### src/rtl/alu_seq.sv
// Multi-cycle ALU stage for the accumulator path: single-cycle ADD/SUB/logic/shift ops
// and an N-cycle iterative shift-add MUL, with a registered result and a one-cycle AC load strobe.
module alu_seq #(
  parameter int N = 12
) (
  input  logic         clk,
  input  logic         rst_n,
  input  logic         start,
  input  logic [2:0]   alu_op,
  input  logic [N-1:0] a_in,
  input  logic [N-1:0] b_in,
  output logic [N-1:0] alu_out,
  output logic         alu_to_ac,
  output logic         busy,
  output logic         ovf,
  output logic         z_flag
);

  localparam int CW = $clog2(N + 1);
  localparam logic [CW-1:0] CNT_LAST = CW'(N - 1);
  localparam logic [CW-1:0] CNT_ONE  = CW'(1);

  localparam logic [2:0] OP_ADD   = 3'd0;
  localparam logic [2:0] OP_SUB   = 3'd1;
  localparam logic [2:0] OP_MUL   = 3'd2;
  localparam logic [2:0] OP_PASSB = 3'd3;
  localparam logic [2:0] OP_AND   = 3'd4;
  localparam logic [2:0] OP_SHL1  = 3'd5;
  localparam logic [2:0] OP_SHR1  = 3'd6;

  typedef enum logic [0:0] {
    ST_IDLE = 1'b0,
    ST_MUL  = 1'b1
  } state_t;

  state_t           state_r;
  logic [N-1:0]     mcand_r;
  logic [N-1:0]     mlier_r;
  logic [2*N-1:0]   prod_r;
  logic [CW-1:0]    cnt_r;

  logic [N:0]       res_s;        // bit N carries the op's ovf flag
  logic [2*N-1:0]   addend_s;
  logic [2*N-1:0]   prod_next_s;

  // Single-cycle result and flag; SUB's bit N is the unsigned borrow (A < B).
  always_comb begin
    res_s = {(N+1){1'b0}};
    case (alu_op)
      OP_ADD:   res_s = {1'b0, a_in} + {1'b0, b_in};
      OP_SUB:   res_s = {1'b0, a_in} - {1'b0, b_in};
      OP_PASSB: res_s = {1'b0, b_in};
      OP_AND:   res_s = {1'b0, a_in & b_in};
      OP_SHL1:  res_s = {a_in[N-1], a_in[N-2:0], 1'b0};
      OP_SHR1:  res_s = {a_in[0], 1'b0, a_in[N-1:1]};
      default:  res_s = {(N+1){1'b0}};
    endcase
  end

  // One shift-add step of the multiplier, consuming the multiplier LSB.
  always_comb begin
    addend_s    = {(2*N){1'b0}};
    if (mlier_r[0]) begin
      addend_s = {{N{1'b0}}, mcand_r} << cnt_r;
    end else begin
      addend_s = {(2*N){1'b0}};
    end
    prod_next_s = prod_r + addend_s;
  end

  // Control FSM with registered result, flags and strobes.
  always_ff @(posedge clk or negedge rst_n) begin
    if (!rst_n) begin
      state_r   <= ST_IDLE;
      mcand_r   <= '0;
      mlier_r   <= '0;
      prod_r    <= '0;
      cnt_r     <= '0;
      alu_out   <= '0;
      alu_to_ac <= 1'b0;
      busy      <= 1'b0;
      ovf       <= 1'b0;
      z_flag    <= 1'b0;
    end else begin
      alu_to_ac <= 1'b0;
      case (state_r)
        ST_IDLE: begin
          if (start) begin
            if (alu_op == OP_MUL) begin
              mcand_r <= a_in;
              mlier_r <= b_in;
              prod_r  <= '0;
              cnt_r   <= '0;
              busy    <= 1'b1;
              state_r <= ST_MUL;
            end else begin
              alu_out   <= res_s[N-1:0];
              ovf       <= res_s[N];
              z_flag    <= (res_s[N-1:0] == {N{1'b0}});
              alu_to_ac <= 1'b1;
            end
          end
        end
        ST_MUL: begin
          prod_r  <= prod_next_s;
          mlier_r <= {1'b0, mlier_r[N-1:1]};
          cnt_r   <= cnt_r + CNT_ONE;
          if (cnt_r == CNT_LAST) begin
            alu_out   <= prod_next_s[N-1:0];
            ovf       <= |prod_next_s[2*N-1:N];
            z_flag    <= (prod_next_s[N-1:0] == {N{1'b0}});
            alu_to_ac <= 1'b1;
            busy      <= 1'b0;
            state_r   <= ST_IDLE;
          end
        end
        default: begin
          busy    <= 1'b0;
          state_r <= ST_IDLE;
        end
      endcase
    end
  end

endmodule
### config.mk
export PLATFORM = sky130hd
export DESIGN_NAME = alu_seq
export DESIGN_NICKNAME = d
export VERILOG_FILES = /design/src/rtl/alu_seq.sv
export SDC_FILE = /design/constraint.sdc
export NUM_CORES = 1
export LEC_CHECK = 0
export ABC_AREA = 0
export ABC_CLOCK_PERIOD_IN_PS = 8470
export CORE_UTILIZATION = 40
export CTS_CLUSTER_SIZE = 10
export DETAILED_ROUTE_END_ITERATION = 8
export SYNTH_ARGS = -nofsm -noshare
export SYNTH_HDL_FRONTEND = slang
export SYNTH_SLANG_ARGS = --single-unit
### constraint.sdc
create_clock -name clk -period 8.47 [get_ports clk]
set_input_delay 2.1175 -clock clk [delete_from_list [all_inputs] [get_ports clk]]
set_output_delay 2.1175 -clock clk [all_outputs]
set_load 0.005 [all_outputs]
==> results.cfg <==
[power]
power_frac_seq = 0.297
switching_share = 0.441
powerDensity_nw_per_um2 = 293
peakVddDrop_mv = 0.132
p_int_uw = 1140
pwr-share-clk = 0.174
p_leak_uw = 0.00311
p_comb_frac = 0.529
p_sw_uw = 904
p_total_uw = 2050

[floorplanning]
die_w_um = 126
die_h_um = 126
core-area_sq_um = 15100
fp-row-count = 45
dieArea_sq_um = 16000
start_util = 0.409
boundaryPins = 46

[placement]
dp_hpwl_mm = 13.7
port-buffer-count = 45
place.gp.congestion = 0.899
pre_cts_slack_ns = 2.24
placed_area_sq_um = 6720

[logic_synthesis]
yosys_warnings = 0
syn_area_sq_um = 6200
postSynthCellCount = 780
synthTopCellsByArea = dfrtp_1 (28%), ha_1 (7.7%), nand2_1 (6.7%)
synthDistinctLibCells = 74
synth_ff_type = dfrtp_1
synthAdderAreaFrac = 0.0832
syn-num-nets = 850
synth_compound_area_frac = 0.250
ys_seq_elements = 69
synth_edf_count = 0
syn_area_per_cell_sq_um = 7.95
seq_area_frac_synth = 0.279
synth_top_family_by_area = compound AO/OA/AOI/OAI gates
synth_common_cells = nand2_1 (111), nor2_1 (75), dfrtp_1 (69), a21oi_1 (53), o21ai_0 (52)
synthMuxAreaShare = 0.0779
yosysMostFrequentCell = nand2_1
synth_xor_area_frac = 0.0410
ys_async_sr_fraction = 1.00
yosys.area_share.simple = 0.225
synth_top_area_cell = dfrtp_1
synth_top_area_share = 0.279

[worst_setup_path]
cp_max_fo = 17
startpoint = alu_op[2]
slowest_delay_ns = 0.70
path_cells = clkdlybuf4s50_1, nor2_1, nand2_1, o21ai_0, inv_1, ha_1, nor2b_1, o21ai_1, a21boi_1, o31a_1, o211ai_1, a21oi_1, xnor2_1, o2111ai_1, o221a_1
r2r_setup_slack_ns = 3.29
criticalPathCategory = in -> reg
crit_required_ns = 8.70
rr_worst_depth = 16
end_kind = flop
worstPathArrival_ns = 6.19
r2r-start = cnt_r[0]
cp-start-kind = input pin
crit_path_end = alu_out[11]
cp_slowest_cell = clkdlybuf4s50_1
rr_endpoint = ovf

[route]
via_count = 5803
drt_iter0_drc = 379
wl_per_cell_um = 18.3
antenna_left = 0
routed_wl_mm = 18.1
drc = 0
dr.pass1.iters = 5
vias_per_cell = 5.87

[final_layout]
nNetsFinal = 867
multi_input_area_sq_um = 4200
seqCellArea_sq_um = 1730
antenna_cells = 0
n_fill_cell = 1540
drive_above_1_share = 0.0674
area_delta_synth_final_pct = 13.0
stdcell_area_sq_um = 7000

[clocking]
cts_buffers = 9
clkLatencyLatePin_ns = 0.34
htree_levels = 3
root_buffer = clkbuf_16
clkTransAtPathRegs_ns = 0.06
hold_buffers = 0
cts_sinks = 69
postCtsSetupBuffers = 0
clk_path_buf_depth = 2
cts_tree = done
cts_resized = 0

[timing]
timing.hold.ws_ns = 0.488
fin_ws_ns = 2.51
hold_violations = 0
relSlewSlack = 0.370
rsz0062_at_grt = no
finalCriticalPeriod_ns = 5.96
finalSetupTns_ns = 0
worst_pin_slew_ns = 0.945
fmax_ghz = 0.168
finalCritPeriodShare = 0.704
maxSlewViolCount = 0
setup_viol = 0
skew_ns = 0.00511

[run]
drv_cap = 0

[global_route]
antenna_found_initial = 0
first_global_vias = 5500
grt_pass1_wl_mm = 29.4
grtUsageTotal = 0.235
grt_max_degree = 70
gr-total-overflow = 0

[run_status]
status = finished, final reports clean

[min_path]
hold_depth = 2
hold_path_class = reg -> reg
==> state kept, by name, summed over array words and instances (netlist names) <==
| signal | flops |
|---|---|
| state_r | 1 |
| mcand_r | 12 |
| ovf | 1 |
| mlier_r | 12 |
| alu_out | 12 |
| cnt_r | 4 |
| busy | 1 |
| prod_r | 24 |
| z_flag | 1 |
| alu_to_ac | 1 |
==> area by class of cell <==
| class | instances | share of cell area |
|---|---|---|
| Sequential cell | 69 | 0.247 |
| Tap cell | 188 | 0.0336 |
| Clock buffer | 12 | 0.0366 |
| Clock inverter | 3 | 0.00304 |
| Multi-Input combinational cell | 645 | 0.600 |
| Timing Repair Buffer | 49 | 0.0679 |
| Inverter | 23 | 0.0123 |
==> critical path, delay by kind of cell <==
family / cells / cell delay [ns]
buffers and inverters: 2 / 0.78
XOR/XNOR: 1 / 0.17
AO/OA/AOI/OAI: 8 / 1.79
AND/OR/NAND/NOR: 3 / 1.05
adder cells (fa/ha/maj): 1 / 0.27
==> cell families (layout without fill, tap and decap cells) <==
| group | count (synthesis) | count (layout) |
|---|---|---|
| xor gates and xnor gates | 29 | 29 |
| and+or+nand+nor | 298 | 298 |
| AOI/OAI and AO/OA | 232 | 232 |
| adders and majority gates | 40 | 40 |
| DFF | 69 | 69 |
| muxes | 46 | 46 |
| buffers and inverters | 66 | 87 |
==> through the flow <==
step / utilization / cells
after detailed placement: 0.444 / 974
after global placement: 0.444 / 974
after floorplan: - / 780
final: 0.462 / 989
after CTS: 0.462 / 989
after global routing: 0.462 / 989
==> routing by layer <==
metal / share of wire / wire length, um / track usage
met1: 0.48 / 8650 / 0.318
met2: 0.48 / 8650 / 0.393
met3: 0.036 / 649 / 0.0358
met4: 0.010 / 185 / 0.0595
met5: 0 / 0 / 0
==> power by group through the flow <==
stage / Clock, uW / Sequential [uW] / Combinational, uW
after floorplan: 0 / 530 / 852
after global placement: 0 / 606 / 1050
after detailed placement: 0 / 615 / 1070
after CTS: 366 / 609 / 1080
after global routing: 378 / 630 / 1200
final: 357 / 609 / 1080
==> worst min path at each step <==
| stage | from | endpoint | slack (ns) |
|---|---|---|---|
| 2_1_floorplan | prod_r[6] | prod_r[6] | 0.45 |
| 4_1_cts | mlier_r[2] | mlier_r[1] | 0.49 |
| 3_3_place_gp | mlier_r[2] | mlier_r[1] | 0.47 |
| 6_report | prod_r[6] | prod_r[6] | 0.49 |
| 5_1_grt | prod_r[6] | prod_r[6] | 0.52 |
| 3_5_place_dp | mlier_r[7] | mlier_r[6] | 0.48 |
==> layout by cell type (no fill, tap or decap), types with 17 or more instances in the layout <==
cell type and n:
nand2_1 111, nor2_1 75, dfrtp_1 68, a21oi_1 53, o21ai_0 52, clkdlybuf4s50_1 44, ha_1 38, mux2i_1 28
inv_1 20, nand3_1 18, mux2_2 18, nor3_1 17
No activity file was read; power rests on OpenSTA's default activity.
